## config.mk

```make
export PLATFORM = sky130hd
export DESIGN_NAME = umi_host_rdwr_arb
export DESIGN_NICKNAME = d
export VERILOG_FILES = /design/src/rtl/umi_host_rdwr_arb.sv
export SDC_FILE = /design/constraint.sdc
export NUM_CORES = 1
export LEC_CHECK = 0
export ABC_AREA = 1
export CAP_MARGIN = 20
export CORE_AREA = 2 2 680 682
export DETAILED_ROUTE_END_ITERATION = 10
export DIE_AREA = 0 0 682 684
export SLEW_MARGIN = 40
export SYNTH_ARGS = -nofsm -noshare
export SYNTH_HDL_FRONTEND = slang
export SYNTH_SLANG_ARGS = --single-unit
```

## constraint.sdc

```tcl
create_clock -name clk -period 2.85 [get_ports clk]
set_input_delay 0.4275 -clock clk [delete_from_list [all_inputs] [get_ports clk]]
set_output_delay 0.4275 -clock clk [all_outputs]
set_load 0.02 [all_outputs]
```

## src/rtl/umi_host_rdwr_arb.sv

```systemverilog
// Shares one UMI host port between the AXI read and write converters.
// Round-robin request arbitration locked to EOM; in-order response routing.
module umi_host_rdwr_arb #(
    parameter int CW    = 32,
    parameter int AW    = 64,
    parameter int DW    = 128,
    parameter int DEPTH = 8
) (
    input  logic                       clk,
    input  logic                       nreset,
    input  logic                       rd_req_valid,
    output logic                       rd_req_ready,
    input  logic [CW-1:0]              rd_req_cmd,
    input  logic [AW-1:0]              rd_req_dstaddr,
    input  logic [AW-1:0]              rd_req_srcaddr,
    input  logic [DW-1:0]              rd_req_data,
    input  logic                       wr_req_valid,
    output logic                       wr_req_ready,
    input  logic [CW-1:0]              wr_req_cmd,
    input  logic [AW-1:0]              wr_req_dstaddr,
    input  logic [AW-1:0]              wr_req_srcaddr,
    input  logic [DW-1:0]              wr_req_data,
    output logic                       rd_resp_valid,
    input  logic                       rd_resp_ready,
    output logic [CW-1:0]              rd_resp_cmd,
    output logic [AW-1:0]              rd_resp_dstaddr,
    output logic [AW-1:0]              rd_resp_srcaddr,
    output logic [DW-1:0]              rd_resp_data,
    output logic                       wr_resp_valid,
    input  logic                       wr_resp_ready,
    output logic [CW-1:0]              wr_resp_cmd,
    output logic [AW-1:0]              wr_resp_dstaddr,
    output logic [AW-1:0]              wr_resp_srcaddr,
    output logic [DW-1:0]              wr_resp_data,
    output logic                       uhost_req_valid,
    input  logic                       uhost_req_ready,
    output logic [CW-1:0]              uhost_req_cmd,
    output logic [AW-1:0]              uhost_req_dstaddr,
    output logic [AW-1:0]              uhost_req_srcaddr,
    output logic [DW-1:0]              uhost_req_data,
    input  logic                       uhost_resp_valid,
    output logic                       uhost_resp_ready,
    input  logic [CW-1:0]              uhost_resp_cmd,
    input  logic [AW-1:0]              uhost_resp_dstaddr,
    input  logic [AW-1:0]              uhost_resp_srcaddr,
    input  logic [DW-1:0]              uhost_resp_data,
    output logic [$clog2(DEPTH):0]     outstanding,
    output logic                       err_orphan
);

    localparam int         PW             = $clog2(DEPTH);
    localparam int         OW             = PW + 1;
    localparam int         UMI_EOM_BIT    = 22;
    localparam logic [4:0] UMI_REQ_POSTED = 5'h05;

    typedef enum logic {
        IDLE,
        LOCKED
    } state_t;

    state_t state, state_n;
    logic   owner, owner_n;
    logic   rr, rr_n;

    logic          sel_wr;
    logic          sel_valid;
    logic [CW-1:0] sel_cmd;
    logic          eom;
    logic          posted;
    logic          block;
    logic          fire;

    logic          mem [DEPTH];
    logic [PW-1:0] wptr, rptr;
    logic [OW-1:0] count;
    logic          full, empty, head;
    logic          push, pop;
    logic          resp_fire;

    // State register
    always_ff @(posedge clk or negedge nreset) begin
        if (!nreset) begin
            state <= IDLE;
            owner <= 1'b0;
            rr    <= 1'b0;
        end else begin
            state <= state_n;
            owner <= owner_n;
            rr    <= rr_n;
        end
    end

    // Next-state logic
    always_comb begin
        state_n = state;
        owner_n = owner;
        rr_n    = rr;
        if (fire && eom) begin
            state_n = IDLE;
            rr_n    = ~sel_wr;
        end else if (fire) begin
            state_n = LOCKED;
            owner_n = sel_wr;
        end else if (state == IDLE && sel_valid) begin
            // Lock so the stalled request is held stable until it fires
            state_n = LOCKED;
            owner_n = sel_wr;
        end
    end

    // Output logic: selection and request steering
    always_comb begin
        sel_wr = 1'b0;
        if (state == LOCKED) begin
            sel_wr = owner;
        end else if (rd_req_valid && wr_req_valid) begin
            sel_wr = rr;
        end else begin
            sel_wr = wr_req_valid;
        end
    end

    assign sel_valid = sel_wr ? wr_req_valid : rd_req_valid;
    assign sel_cmd   = sel_wr ? wr_req_cmd   : rd_req_cmd;
    assign eom       = sel_cmd[UMI_EOM_BIT];
    assign posted    = (sel_cmd[4:0] == UMI_REQ_POSTED);
    assign block     = full & ~posted;

    assign uhost_req_cmd     = sel_cmd;
    assign uhost_req_dstaddr = sel_wr ? wr_req_dstaddr : rd_req_dstaddr;
    assign uhost_req_srcaddr = sel_wr ? wr_req_srcaddr : rd_req_srcaddr;
    assign uhost_req_data    = sel_wr ? wr_req_data    : rd_req_data;

    assign uhost_req_valid = nreset & sel_valid & ~block;
    assign rd_req_ready    = nreset & ~sel_wr & uhost_req_ready & ~block;
    assign wr_req_ready    = nreset &  sel_wr & uhost_req_ready & ~block;
    assign fire            = uhost_req_valid & uhost_req_ready;

    // Route FIFO: one entry per non-posted message, written at its EOM
    assign full  = (count == OW'(DEPTH));
    assign empty = (count == '0);
    assign head  = mem[rptr];
    assign push  = fire & eom & ~posted;
    assign pop   = resp_fire & uhost_resp_cmd[UMI_EOM_BIT];

    always_ff @(posedge clk or negedge nreset) begin
        if (!nreset) begin
            for (int i = 0; i < DEPTH; i++) mem[i] <= 1'b0;
            wptr  <= '0;
            rptr  <= '0;
            count <= '0;
        end else begin
            if (push) begin
                mem[wptr] <= sel_wr;
                wptr      <= wptr + 1'b1;
            end
            if (pop) begin
                rptr <= rptr + 1'b1;
            end
            if (push && !pop) begin
                count <= count + 1'b1;
            end else if (pop && !push) begin
                count <= count - 1'b1;
            end
        end
    end

    assign outstanding = count;

    // Response steering: fields broadcast, valid only to the head owner
    assign rd_resp_cmd     = uhost_resp_cmd;
    assign rd_resp_dstaddr = uhost_resp_dstaddr;
    assign rd_resp_srcaddr = uhost_resp_srcaddr;
    assign rd_resp_data    = uhost_resp_data;
    assign wr_resp_cmd     = uhost_resp_cmd;
    assign wr_resp_dstaddr = uhost_resp_dstaddr;
    assign wr_resp_srcaddr = uhost_resp_srcaddr;
    assign wr_resp_data    = uhost_resp_data;

    assign rd_resp_valid = nreset & uhost_resp_valid & ~empty & ~head;
    assign wr_resp_valid = nreset & uhost_resp_valid & ~empty &  head;

    assign uhost_resp_ready = nreset & ~empty &
                              (head ? wr_resp_ready : rd_resp_ready);
    assign resp_fire        = uhost_resp_valid & uhost_resp_ready;

    always_ff @(posedge clk or negedge nreset) begin
        if (!nreset) begin
            err_orphan <= 1'b0;
        end else if (uhost_resp_valid && empty) begin
            err_orphan <= 1'b1;
        end
    end

endmodule

```

==> results.md <==
* Outcome: completed
* Syn Inst Count at ~1700
* Comb power frac at between 90 and 100%
* Crit path kind: in -> reg
* Total track usage at between 10% and 20%
* # H-tree levels at 1
* Mapped Area at 9210 sq um
* Final setup margin at about 0.039 ns
* Worst Skew at between 0.005 and 0.006 ns
* Die Ht at approximately 680 um
* CP max stage delay at around 0.27 ns
* DR WL met2 at about 190000 um
* VDD IR max at between 300 and 400 uV
* Avg Cell Area, Syn at about 5.5 sq um
* Clock slew seen by the registers of the worst setup and hold paths at approximately 0.060 ns
* Synth unique cells at 32
* Wire length per cell at 52.6 um
* DR DRC count at 0
* CTS Buf Count at 3
* Pin count of the biggest net entering global routing at 36
* First-pass GRT wire length at roughly 460000 um
* DRT met1 WL at roughly 120000 um
* Cell area power density at ~1000 nW/um^2
* Syn Nets at 2562
* CTS root buf: clkbuf_16
* CTS Sinks at 22
* WHS Path Cells at 2
* Reg power frac at between 2 and 3%
* Die W at ~680 um
* Starting DRT DRC Count at 1225
* Ports at about 1700
* Register area share after synthesis at under 10%
* Internal power at between 0.009 and 0.01 W
* Max FO, Critical Path at 5
* Synth Area in Compound Gates at under 10%
* Most used cell, CP: nand2_2
* DP Worst Slack at -0.492 ns
* Deepest clock path buffer count at 2
* MaxCap Viol Count at 0
* Seq cells post-synth at 22
* Startpoint types: input pin
* R2R cell count at 17
* Synth async-reset ratio at 100%
* DR vias at around 15000
* Post-layout util at between 5 and 6%
* Sw Share at 60.3%
* Final WL at 435000 um
* Critical path required time at 2.99 ns
* FMAX at 0.356 GHz
* Worst slew margin at between 50% and 60%
* Fin crit share at a little over nine tenths
* Final Power at around 0.024 W
* Clock Latency Late Sink at approximately 0.26 ns
* Area Overhead vs Synth at 173%
* Worst-Margin Slew at about 0.74 ns
* Initial Utilization at under 10%
* IO buf count at 885
* Synth Flop Type: dfrtp_1
* Worst-path cell chain: dlygate4sd2_1, inv_2, nor2_4, buf_4, a21boi_4, nand2_2, nand2_2, nand2_2, o21bai_4, nand4_4, nor2_4, ha_4, inv_2, ha_1, a21o_1, a21oi_2, nand2_1, nand2_1, nor2_1, xor2_1
* Post-Synth XOR/XNOR Area at less than 1%
* Fin. Hold Viols at 0
* Antenna violations before repair at roughly 440
* Synth Area in Simple Gates at approximately 40%
* Vias per cell at between 1.5 and 2
* Number of global-route vias before repair at 12901
* Slew Limit Fails at 0
* EDFF count, synth at 0
* Commonest non-fill, non-tap cell in the layout: nand2_1
* NetSw at about 0.015 W
* Share of cells above drive strength 1 at 21.8%
* Clock power frac at about 1.6%
* Nets at 2903
* CTS tree: done
* Setup-failing EPs final at 0
* HPWL after DPL at 417000 um
* Post-synthesis mux area share at 0%
* RSZ-0062 raised after global routing: true
* Most frequent cells in the layout: nand2_1 (840), clkdlybuf4s50_1 (587), buf_12 (240)
* Highest Signal Layer: met5
* Core Area at between 400000 and 500000 sq um
* Syn. warnings at 0
* Synth Area in Adders at less than 1%
* Crit path capture type: flop
* Min Clock Period, post-route at 2.81 ns
* Crit path max-delay cell type: ha_1
* Min-Delay Path Class: reg -> reg
* Fillers at ~54000
* P_leak at slightly below 9 nW
* Total grt overflow at 0
* Main combinational cell family by area after synthesis: buffers and inverters
* Row cnt at ~250
* Antenna viol nets, final at 0
* Final Wtd Congestion at just over 1
* Arr. time, crit path at roughly 3 ns
* Die area at approximately 470000 sq um
* DR WL met3 at 115000 um
* Total iterations of the first detailed-routing run at 7
[worst max-delay path, delay by kind of cell]
kind,cells,cell delay (ns)
AO/OA/AOI/OAI,4,0.69
XOR/XNOR,1,0.13
AND/OR/NAND/NOR,9,0.75
adder cells (fa/ha/maj),2,0.42
buffers and inverters,4,0.51
[cell type report]
cell class / count / area (sq um) / area share (%)
clock inverter: 1 / 30.0 / 0.119
sequential: 22 / 552 / 2.19
tap: 6149 / 7690 / 30.6
timing repair buffer: 976 / 12300 / 48.8
inverter: 24 / 90.1 / 0.358
multi-input combinational: 998 / 4220 / 16.8
clock buffer: 3 / 75.1 / 0.298
antenna: 92 / 230 / 0.915
[power by group through the flow]
stage,logic (W),clock network [W],registers [W]
finish,0.0235,0.000401,0.000601
global route,0.0251,0.000428,0.000623
CTS,0.0243,0.000407,0.000598
detailed placement,0.0229,0,0.000598
global placement,0.0229,0,0.000589
floorplan,0.00680,0,0.000592
[cell families (layout without fill, tap and decap cells)]
group | Yosys count | count (layout)
flip-flops | 22 | 22
other | 0 | 92
buffers and inverters | 664 | 1004
adder cells (fa/ha/maj) | 6 | 6
XOR/XNOR | 6 | 6
AO/OA/AOI/OAI | 18 | 18
AND/OR/NAND/NOR | 968 | 968
[synthesized netlist by cell type (2+ instances only)]
cell / n / area, sq um
nor2_4: 2 / 22.5
o21ai_0: 9 / 45.0
ha_1: 5 / 62.6
nand2_1: 901 / 3380
buf_1: 9 / 33.8
nand2_2: 2 / 12.5
inv_1: 24 / 90.1
xor2_1: 4 / 35.0
xnor2_1: 2 / 17.5
dfrtp_1: 22 / 551
nand3_1: 25 / 125
buf_4: 576 / 4320
a21o_1: 2 / 15.0
nor2_1: 28 / 105
buf_2: 2 / 10.0
a21oi_1: 2 / 10.0
o211ai_1: 2 / 15.0
nand3b_1: 2 / 15.0
clkbuf_1: 52 / 195
[path summary, 6_finish.rpt]
kind | endpoint | from | slack (ns)
worst min register to register | mem[6] | mem[6] | 0.47
worst max register to register | outstanding[3] | state | 0.06
worst max-delay path | outstanding[3] | wr_req_valid | 0.04
min in group asynchronous | err_orphan | nreset | 0.69
max in group asynchronous | state | nreset | 1.90
worst min-delay path | mem[6] | mem[6] | 0.47
[repair_timing]
item / in CTS / in global routing
buffers inserted: 18 / 3
pin swaps: 9 / 3
resized for setup: 182 / 58
cloned: 10 / 0
setup endpoints to repair: 263 / 115
hold buffers: 0 / 0
[layer usage]
metal,global-route usage (%),vias up
met3,22.2,830
met4,3.88,180
li1,-,5265
met1,13.9,5874
met2,28.0,2635
met5,2.35,-
[through the flow]
step	hold slack (ns)	TNS, ns	std cells	instance area [sq um]
finish	0.472	0	8265	25200
global route	0.503	-0.142	8208	25000
CTS	0.481	-0.00238	8170	24900
detailed placement	0.465	-53.06	8140	24100
global placement	0.455	-41.43	8140	24100
floorplan	0.132	0	1684	9260
[state kept, by name, summed over array words and instances (netlist names)]
signal	cells
err_orphan	1
mem	8
outstanding	4
owner	1
rptr	3
rr	1
state	1
wptr	3
Note: power is estimated with default switching activity, not from simulation.
